==> src/rtl/health_alarm_scheduler_if.sv <==
`default_nettype none
// ============================================================================
// Module  : health_alarm_scheduler_if
// Brief   : Detector/operator side bundle of the shared alarm channel.
// Revision: 1.0 - initial release
// ============================================================================
interface health_alarm_scheduler_if #(
    parameter int N_SRC = 4
);
    localparam int SRC_W = $clog2(N_SRC);

    logic [2*N_SRC-1:0] abnormality;
    logic               alarm_ack;
    logic               alarm_valid;
    logic [SRC_W-1:0]   alarm_src;
    logic [1:0]         alarm_level;
    logic [N_SRC-1:0]   pending_mask;
    logic               escalated;

    modport master (
        output abnormality, alarm_ack,
        input  alarm_valid, alarm_src, alarm_level, pending_mask, escalated
    );

    modport slave (
        input  abnormality, alarm_ack,
        output alarm_valid, alarm_src, alarm_level, pending_mask, escalated
    );
endinterface
`default_nettype wire

==> src/rtl/health_alarm_scheduler.sv <==
`default_nettype none
// ============================================================================
// Module  : health_alarm_scheduler
// Brief   : Shares one alarm channel among N_SRC detectors: sticky capture,
//           severity-first / round-robin pick, minimum hold, operator ack.
//           Optional unacked-alarm escalation under macro ALARM_ESCALATE_EN.
// Revision: 1.0 - initial release
// ============================================================================
module health_alarm_scheduler #(
    parameter int N_SRC           = 4,
    parameter int HOLD_CYCLES     = 4,
    parameter int ESCALATE_CYCLES = 8
) (
    input  logic                    clock,
    input  logic                    reset,
    health_alarm_scheduler_if.slave bus
);

    localparam int SRC_W  = $clog2(N_SRC);
    localparam int HOLD_W = (HOLD_CYCLES > 1) ? $clog2(HOLD_CYCLES) : 1;

    localparam logic [SRC_W:0]    c_N_SRC     = (SRC_W+1)'(N_SRC);
    localparam logic [HOLD_W-1:0] c_HOLD_LOAD = HOLD_W'(HOLD_CYCLES - 1);

    localparam logic [1:0] c_S_IDLE     = 2'd0;
    localparam logic [1:0] c_S_SELECT   = 2'd1;
    localparam logic [1:0] c_S_SHOW     = 2'd2;
    localparam logic [1:0] c_S_WAIT_ACK = 2'd3;

    if (N_SRC < 2 || N_SRC > 8 || HOLD_CYCLES < 1 || ESCALATE_CYCLES < 1) begin : g_param_check
        $error("health_alarm_scheduler: parameter out of range");
    end

    logic [1:0]        r_state;
    logic [1:0]        w_state_nxt;
    logic [1:0]        r_pend_lvl [N_SRC];
    logic [1:0]        w_pend_nxt [N_SRC];
    logic [N_SRC-1:0]  r_pending_mask;
    logic              r_alarm_valid;
    logic [SRC_W-1:0]  r_alarm_src;
    logic [1:0]        r_alarm_level;
    logic [HOLD_W-1:0] r_hold_cnt;
    logic [SRC_W-1:0]  r_rr_ptr;

    logic              w_load;
    logic              w_ack_take;
    logic              w_esc_fire;
    logic [SRC_W-1:0]  w_win_idx;
    logic [1:0]        w_win_lvl;
    logic [SRC_W:0]    w_scan;
    logic [SRC_W:0]    w_rr_sum;
    logic [SRC_W-1:0]  w_rr_nxt;
    logic [1:0]        w_abn_i;
    logic [1:0]        w_bump;

    // ------------------------------------------------------------------
    // FSM
    // ------------------------------------------------------------------
    always_ff @(posedge clock) begin
        if (reset) begin
            r_state <= c_S_IDLE;
        end else begin
            r_state <= w_state_nxt;
        end
    end

    always_comb begin
        w_state_nxt = r_state;
        w_load      = 1'b0;
        w_ack_take  = 1'b0;
        case (r_state)
            c_S_IDLE: begin
                if (r_pending_mask != '0) begin
                    w_state_nxt = c_S_SELECT;
                end
            end
            c_S_SELECT: begin
                w_load      = 1'b1;
                w_state_nxt = c_S_SHOW;
            end
            c_S_SHOW: begin
                if (r_hold_cnt == '0) begin
                    w_state_nxt = c_S_WAIT_ACK;
                end
            end
            c_S_WAIT_ACK: begin
                if (bus.alarm_ack) begin
                    w_ack_take  = 1'b1;
                    w_state_nxt = c_S_IDLE;
                end
            end
            default: w_state_nxt = c_S_IDLE;
        endcase
    end

    // Strict '>' keeps the first source in scan order on a severity tie.
    always_comb begin
        w_win_idx = r_rr_ptr;
        w_win_lvl = 2'd0;
        w_scan    = '0;
        for (int k = 0; k < N_SRC; k++) begin
            w_scan = {1'b0, r_rr_ptr} + (SRC_W+1)'(k);
            if (w_scan >= c_N_SRC) begin
                w_scan = w_scan - c_N_SRC;
            end
            if (r_pend_lvl[w_scan[SRC_W-1:0]] > w_win_lvl) begin
                w_win_lvl = r_pend_lvl[w_scan[SRC_W-1:0]];
                w_win_idx = w_scan[SRC_W-1:0];
            end
        end
    end

    always_comb begin
        w_rr_sum = {1'b0, r_alarm_src} + (SRC_W+1)'(1);
        w_rr_nxt = w_rr_sum[SRC_W-1:0];
        if (w_rr_sum >= c_N_SRC) begin
            w_rr_nxt = '0;
        end
    end

    // Acked source reloads from the live input so a same-cycle report survives.
    always_comb begin
        w_abn_i = 2'd0;
        w_bump  = 2'd0;
        for (int i = 0; i < N_SRC; i++) begin
            w_abn_i       = bus.abnormality[2*i +: 2];
            w_bump        = r_pend_lvl[i] + 2'd1;
            w_pend_nxt[i] = (w_abn_i > r_pend_lvl[i]) ? w_abn_i : r_pend_lvl[i];
            if (r_alarm_src == SRC_W'(i)) begin
                if (w_ack_take) begin
                    w_pend_nxt[i] = w_abn_i;
                end else if (w_esc_fire) begin
                    w_pend_nxt[i] = (w_abn_i > w_bump) ? w_abn_i : w_bump;
                end
            end
        end
    end

    // ------------------------------------------------------------------
    // Datapath
    // ------------------------------------------------------------------
    always_ff @(posedge clock) begin
        if (reset) begin
            for (int i = 0; i < N_SRC; i++) begin
                r_pend_lvl[i] <= 2'd0;
            end
            r_pending_mask <= '0;
            r_alarm_valid  <= 1'b0;
            r_alarm_src    <= '0;
            r_alarm_level  <= 2'd0;
            r_hold_cnt     <= '0;
            r_rr_ptr       <= '0;
        end else begin
            for (int i = 0; i < N_SRC; i++) begin
                r_pend_lvl[i]     <= w_pend_nxt[i];
                r_pending_mask[i] <= (w_pend_nxt[i] != 2'd0);
            end

            if (w_load) begin
                r_alarm_src   <= w_win_idx;
                r_alarm_level <= w_win_lvl;
                r_hold_cnt    <= c_HOLD_LOAD;
                r_alarm_valid <= 1'b1;
            end else if (r_state == c_S_SHOW && r_hold_cnt != '0) begin
                r_hold_cnt <= r_hold_cnt - HOLD_W'(1);
            end

            if (w_ack_take) begin
                r_alarm_valid <= 1'b0;
                r_rr_ptr      <= w_rr_nxt;
            end else if (r_state == c_S_WAIT_ACK) begin
                r_alarm_level <= w_pend_nxt[r_alarm_src];
            end
        end
    end

`ifdef ALARM_ESCALATE_EN
    localparam int               ESC_W      = (ESCALATE_CYCLES > 1) ? $clog2(ESCALATE_CYCLES) : 1;
    localparam logic [ESC_W-1:0] c_ESC_LAST = ESC_W'(ESCALATE_CYCLES - 1);

    logic [ESC_W-1:0] r_esc_cnt;
    logic             r_escalated;
    logic             w_esc_due;

    assign w_esc_due  = (r_state == c_S_WAIT_ACK) && !bus.alarm_ack && (r_esc_cnt == c_ESC_LAST);
    // A level-3 alarm keeps its counter cycling but never bumps or pulses.
    assign w_esc_fire = w_esc_due && (r_pend_lvl[r_alarm_src] != 2'd3);

    always_ff @(posedge clock) begin
        if (reset || w_load || w_ack_take) begin
            r_esc_cnt <= '0;
        end else if (r_state == c_S_WAIT_ACK) begin
            r_esc_cnt <= w_esc_due ? '0 : r_esc_cnt + ESC_W'(1);
        end
    end

    always_ff @(posedge clock) begin
        if (reset) begin
            r_escalated <= 1'b0;
        end else begin
            r_escalated <= w_esc_fire;
        end
    end

    assign bus.escalated = r_escalated;
`else
    assign w_esc_fire    = 1'b0;
    assign bus.escalated = 1'b0;
`endif

    assign bus.alarm_valid  = r_alarm_valid;
    assign bus.alarm_src    = r_alarm_src;
    assign bus.alarm_level  = r_alarm_level;
    assign bus.pending_mask = r_pending_mask;

endmodule
`default_nettype wire

==> src/flat_wrapper.sv <==
// flat-port wrapper written by rule: the top's interface ports become plain ports
module health_alarm_scheduler_flat 
#(
    parameter int N_SRC           = 4,
    parameter int HOLD_CYCLES     = 4,
    parameter int ESCALATE_CYCLES = 8
)
  (clock, reset, bus_abnormality, bus_alarm_ack, bus_alarm_valid, bus_alarm_src, bus_alarm_level, bus_pending_mask, bus_escalated);
  health_alarm_scheduler_if #(.N_SRC(N_SRC)) bus_i ();
  input  logic clock;
  input  logic reset;
  input wire logic [$bits(bus_i.abnormality)-1:0] bus_abnormality;
  input wire logic [$bits(bus_i.alarm_ack)-1:0] bus_alarm_ack;
  output wire logic [$bits(bus_i.alarm_valid)-1:0] bus_alarm_valid;
  output wire logic [$bits(bus_i.alarm_src)-1:0] bus_alarm_src;
  output wire logic [$bits(bus_i.alarm_level)-1:0] bus_alarm_level;
  output wire logic [$bits(bus_i.pending_mask)-1:0] bus_pending_mask;
  output wire logic [$bits(bus_i.escalated)-1:0] bus_escalated;
  assign bus_i.abnormality = bus_abnormality;
  assign bus_i.alarm_ack = bus_alarm_ack;
  assign bus_alarm_valid = bus_i.alarm_valid;
  assign bus_alarm_src = bus_i.alarm_src;
  assign bus_alarm_level = bus_i.alarm_level;
  assign bus_pending_mask = bus_i.pending_mask;
  assign bus_escalated = bus_i.escalated;
  health_alarm_scheduler #(.N_SRC(N_SRC), .HOLD_CYCLES(HOLD_CYCLES), .ESCALATE_CYCLES(ESCALATE_CYCLES)) u_core (.clock(clock), .reset(reset), .bus(bus_i));
endmodule
==> config.mk <==
export PLATFORM = sky130hd
export DESIGN_NAME = health_alarm_scheduler_flat
export DESIGN_NICKNAME = d
export VERILOG_FILES = /design/src/rtl/health_alarm_scheduler_if.sv /design/src/rtl/health_alarm_scheduler.sv /design/src/flat_wrapper.sv
export SDC_FILE = /design/constraint.sdc
export NUM_CORES = 1
export LEC_CHECK = 0
export CAP_MARGIN = 5
export CORE_ASPECT_RATIO = 1.75
export CORE_UTILIZATION = 45
export CTS_CLUSTER_DIAMETER = 60
export CTS_CLUSTER_SIZE = 8
export DETAILED_ROUTE_END_ITERATION = 8
export GPL_ROUTABILITY_DRIVEN = 0
export PLACE_DENSITY = 0.69
export SYNTH_ARGS = -nofsm -noshare
export SYNTH_HDL_FRONTEND = slang
export SYNTH_SLANG_ARGS = --single-unit
==> constraint.sdc <==
create_clock -name clock -period 3.87 [get_ports clock]
set_input_delay 0.387 -clock clock [delete_from_list [all_inputs] [get_ports clock]]
set_output_delay 0.387 -clock clock [all_outputs]
set_load 0.05 [all_outputs]
==> impl_metrics.py <==
metrics = {
    "timing": {
        "timing.fmax_mhz": 279,
        "hold_viol": 0,
        "hold_ws_ps": 503,
        "fin_crit_sh_pct": 92.7,
        "skew_ps": 2.67,
        "period_needed_ps": 3590,
        "tightest_slew_ps": 619,
        "setup_viol": 0,
        "slew_headroom_pct": 58.1,
        "maxSlewViolCount": 0,
        "setup_slack_ps": 281,
    },
    "global_routing": {
        "first_global_vias": 1564,
        "antenna_found_initial": 0,
        "grt-ovfl-total": 0,
        "grt_max_degree": 19,
        "grt_pass1_wl_um": 6780,
        "grt.total_usage_pct": 20.2,
    },
    "floorplanning": {
        "rows": 31,
        "chipHeight_um": 88.5,
        "die_w_um": 51.4,
        "ioPinCount": 21,
        "core-area_um2": 4110,
        "initial_utilization_pct": 46.8,
        "dieArea_um2": 4550,
    },
    "route": {
        "antenna_left": 0,
        "drc": 0,
        "viasPerCell": 5.35,
        "firstDrtPassIters": 4,
        "drt_iter0_markers": 33,
        "wl_per_cell_um": 14.0,
        "vias": 1605,
        "wl_um": 4200,
    },
    "pwr": {
        "leakagePower_nw": 1.00,
        "power.density_nw_per_um2": 513,
        "ir_drop_mv": 0.256,
    },
    "worst_setup_path": {
        "cp_common_cell": "inv_1",
        "cp_cell_sequence": "inv_1 -> o21ai_0 -> or2_2 -> o21ai_0 -> ha_1 -> o22ai_2 -> mux2i_1 -> inv_1 -> ha_1 -> inv_1 -> o22ai_2 -> nor2_1 -> a21oi_1 -> ha_1 -> inv_1 -> o22ai_4 -> o21ai_0 -> xnor2_1 -> o31ai_1",
        "crit_path_max_incr_delay_ps": 330,
        "path_class": "flop to flop",
        "slowest_stage": "dfxtp_1",
        "required_ps": 4060,
        "end_kind": "flop",
        "crit_arrival_ps": 3780,
        "crit_path_start_kind": "flop",
        "crit_family": "compound AO/OA/AOI/OAI gates",
        "path_buf_inv": 4,
        "path_max_fanout": 6,
    },
    "cells_and_area": {
        "multi_input_area_um2": 1280,
        "fillCellCount": 406,
        "nNetsFinal": 294,
        "drive_gt1_share_pct": 12.4,
        "final_cell_mix": "inv_1, ha_1, nor2_1, dfxtp_1",
        "register_area_um2": 502,
        "syn_to_final_growth_pct": 17.6,
        "layout_commonest_cell": "inv_1",
        "diodes": 0,
        "post-route-util_pct": 55.0,
    },
    "placed_design": {
        "pre_cts_slack_ps": -113,
        "hpwl_um": 3470,
        "io_buffers": 19,
    },
    "clocking": {
        "cts_buffers": 3,
        "htreeDepth": 1,
        "cts_tree": "done",
        "clock_sinks": 25,
        "ctsLongestPathBuffers": 2,
        "worstSkewPairLatency_ps": 280,
        "clockRootBuffer": "clkbuf_8",
        "cts.reportedPaths.clkPinSlew_ps": 90,
        "hold_buffers": 0,
    },
    "logic_synthesis": {
        "yosysSeqAreaShare_pct": 26.0,
        "synth_seq_cells": 25,
        "synthDistinctLibCells": 40,
        "netlist_instances": 229,
        "syn_area_um2": 1920,
        "syn-num-nets": 271,
        "avgSynthCellArea_um2": 8.40,
        "yosysWarnings": 0,
    },
    "flow_run": {
        "cap_violations": 0,
    },
    "status": {
        "status": "complete, no violations",
    },
    "hold_path": {
        "hold_path_class": "flop to flop",
    },
}
where the power goes:
| group | total, W | internal, W | switching (W) |
|---|---|---|---|
| registers | 0.000368 | 0.000312 | 0.0000557 |
| logic | 0.000631 | 0.000258 | 0.000374 |
| clock network | 0.000161 | 0.0000732 | 0.0000883 |
| total | 0.00116 | 0.000643 | 0.000518 |
metrics by stage:
step                      std cells  total power [W]  setup TNS [ps]  cell area, um2
after floorplan                 229         0.000809               0            1920
after global placement          295         0.000958               0            2180
after detailed placement        295         0.000972            -209            2180
after CTS                       299          0.00114               0            2230
after global routing            300          0.00125           -24.2            2260
final                           300          0.00116               0            2260
Yosys cell counts (all sizes together):
cell	instances	share of area, %
nand2	8	1.6
buf	4	1.4
a21boi	2	0.78
a211o	1	0.46
or3	1	0.33
o21bai	4	1.6
nor3	5	1.3
clkbuf	4	0.78
dfxtp	25	26
mux2	1	0.59
inv	33	6.4
mux4	7	8.2
nor4	2	0.65
o22a	1	0.46
nor4b	1	0.46
a221oi	1	0.46
mux2i	5	2.6
o211ai	1	0.39
nor2b	1	0.33
a21oi	21	5.9
nand2b	4	1.3
o22ai	3	0.98
xnor2	2	0.91
nand3	15	3.9
a22oi	2	0.78
or2	2	0.65
nor2	25	4.9
o31ai	1	0.39
and2	1	0.46
o21ai	9	2.3
a211oi	1	0.65
a31oi	2	0.65
ha	31	20
and4bb	1	0.65
conb	1	0.19
and2b	1	0.46
path summary, 6_finish.rpt:
check	start	endpoint	slack, ps	cells past startpoint
setup reg to reg	u_core.r_pend_lvl[3][1]	u_core.bus.alarm_src[0]	280	19
hold / removal	u_core.bus.alarm_valid	u_core.bus.alarm_valid	500	2
setup / recovery	u_core.r_pend_lvl[3][1]	u_core.bus.alarm_src[0]	280	19
hold reg to reg	u_core.bus.alarm_valid	u_core.bus.alarm_valid	500	2
cell type report:
type / count / share of cell area (%)
Multi-Input combinational cell: 163 / 56.7
Sequential cell: 25 / 22.2
Timing Repair Buffer: 26 / 10.7
Inverter: 33 / 5.48
Tap cell: 49 / 2.71
Clock buffer: 3 / 1.83
Clock inverter: 1 / 0.332
logic make-up (layout without fill, tap and decap cells):
logic type | Yosys count | in the layout | share of synthesized area, %
AND/OR/NAND/NOR | 67 | 67 | 16.9
AO/OA/AOI/OAI | 49 | 49 | 15.7
buffers and inverters | 41 | 63 | 8.65
other | 1 | 1 | 0.195
XOR/XNOR | 2 | 2 | 0.911
flip-flops | 25 | 25 | 26.0
multiplexers | 13 | 13 | 11.4
adder cells (fa/ha/maj) | 31 | 31 | 20.2
per-layer routing:
metal | wire length, um | global-route usage (%) | vias to the layer above | part of all wire [%]
met2 | 2260 | 36.2 | 30 | 54
met3 | 62 | 1.20 | 14 | 1.5
li1 | - | - | 827 | -
met4 | 278 | 16.2 | 0 | 6.6
met5 | 0 | 0 | - | 0
met1 | 1600 | 21.0 | 734 | 38
sequential cells by signal, summed over array words and instances (netlist names), named ones only:
name and flops:
u_core.bus.alarm_level 2, u_core.bus.alarm_src 2, u_core.bus.alarm_valid 1, u_core.bus.pending_mask 4, u_core.r_hold_cnt 2, u_core.r_pend_lvl 8
u_core.r_rr_ptr 2, u_core.r_state 2
worst register-to-register path, stage by stage, from the launching register on:
cell     delay [ps]
dfxtp_1         330
inv_1           120
o21ai_0         100
or2_2           270
o21ai_0         110
ha_1            300
o22ai_2         210
mux2i_1         260
inv_1            70
ha_1            270
inv_1            90
o22ai_2         120
nor2_1          150
a21oi_1          70
ha_1            280
inv_1            60
o22ai_4         210
o21ai_0         150
xnor2_1         150
o31ai_1         190
what timing repair did:
item | in CTS | in global routing
buffers inserted | 0 | 1
resized for setup | 1 | 4
endpoints found under the setup margin | 3 | 3
(Power assumes the default switching activity.)
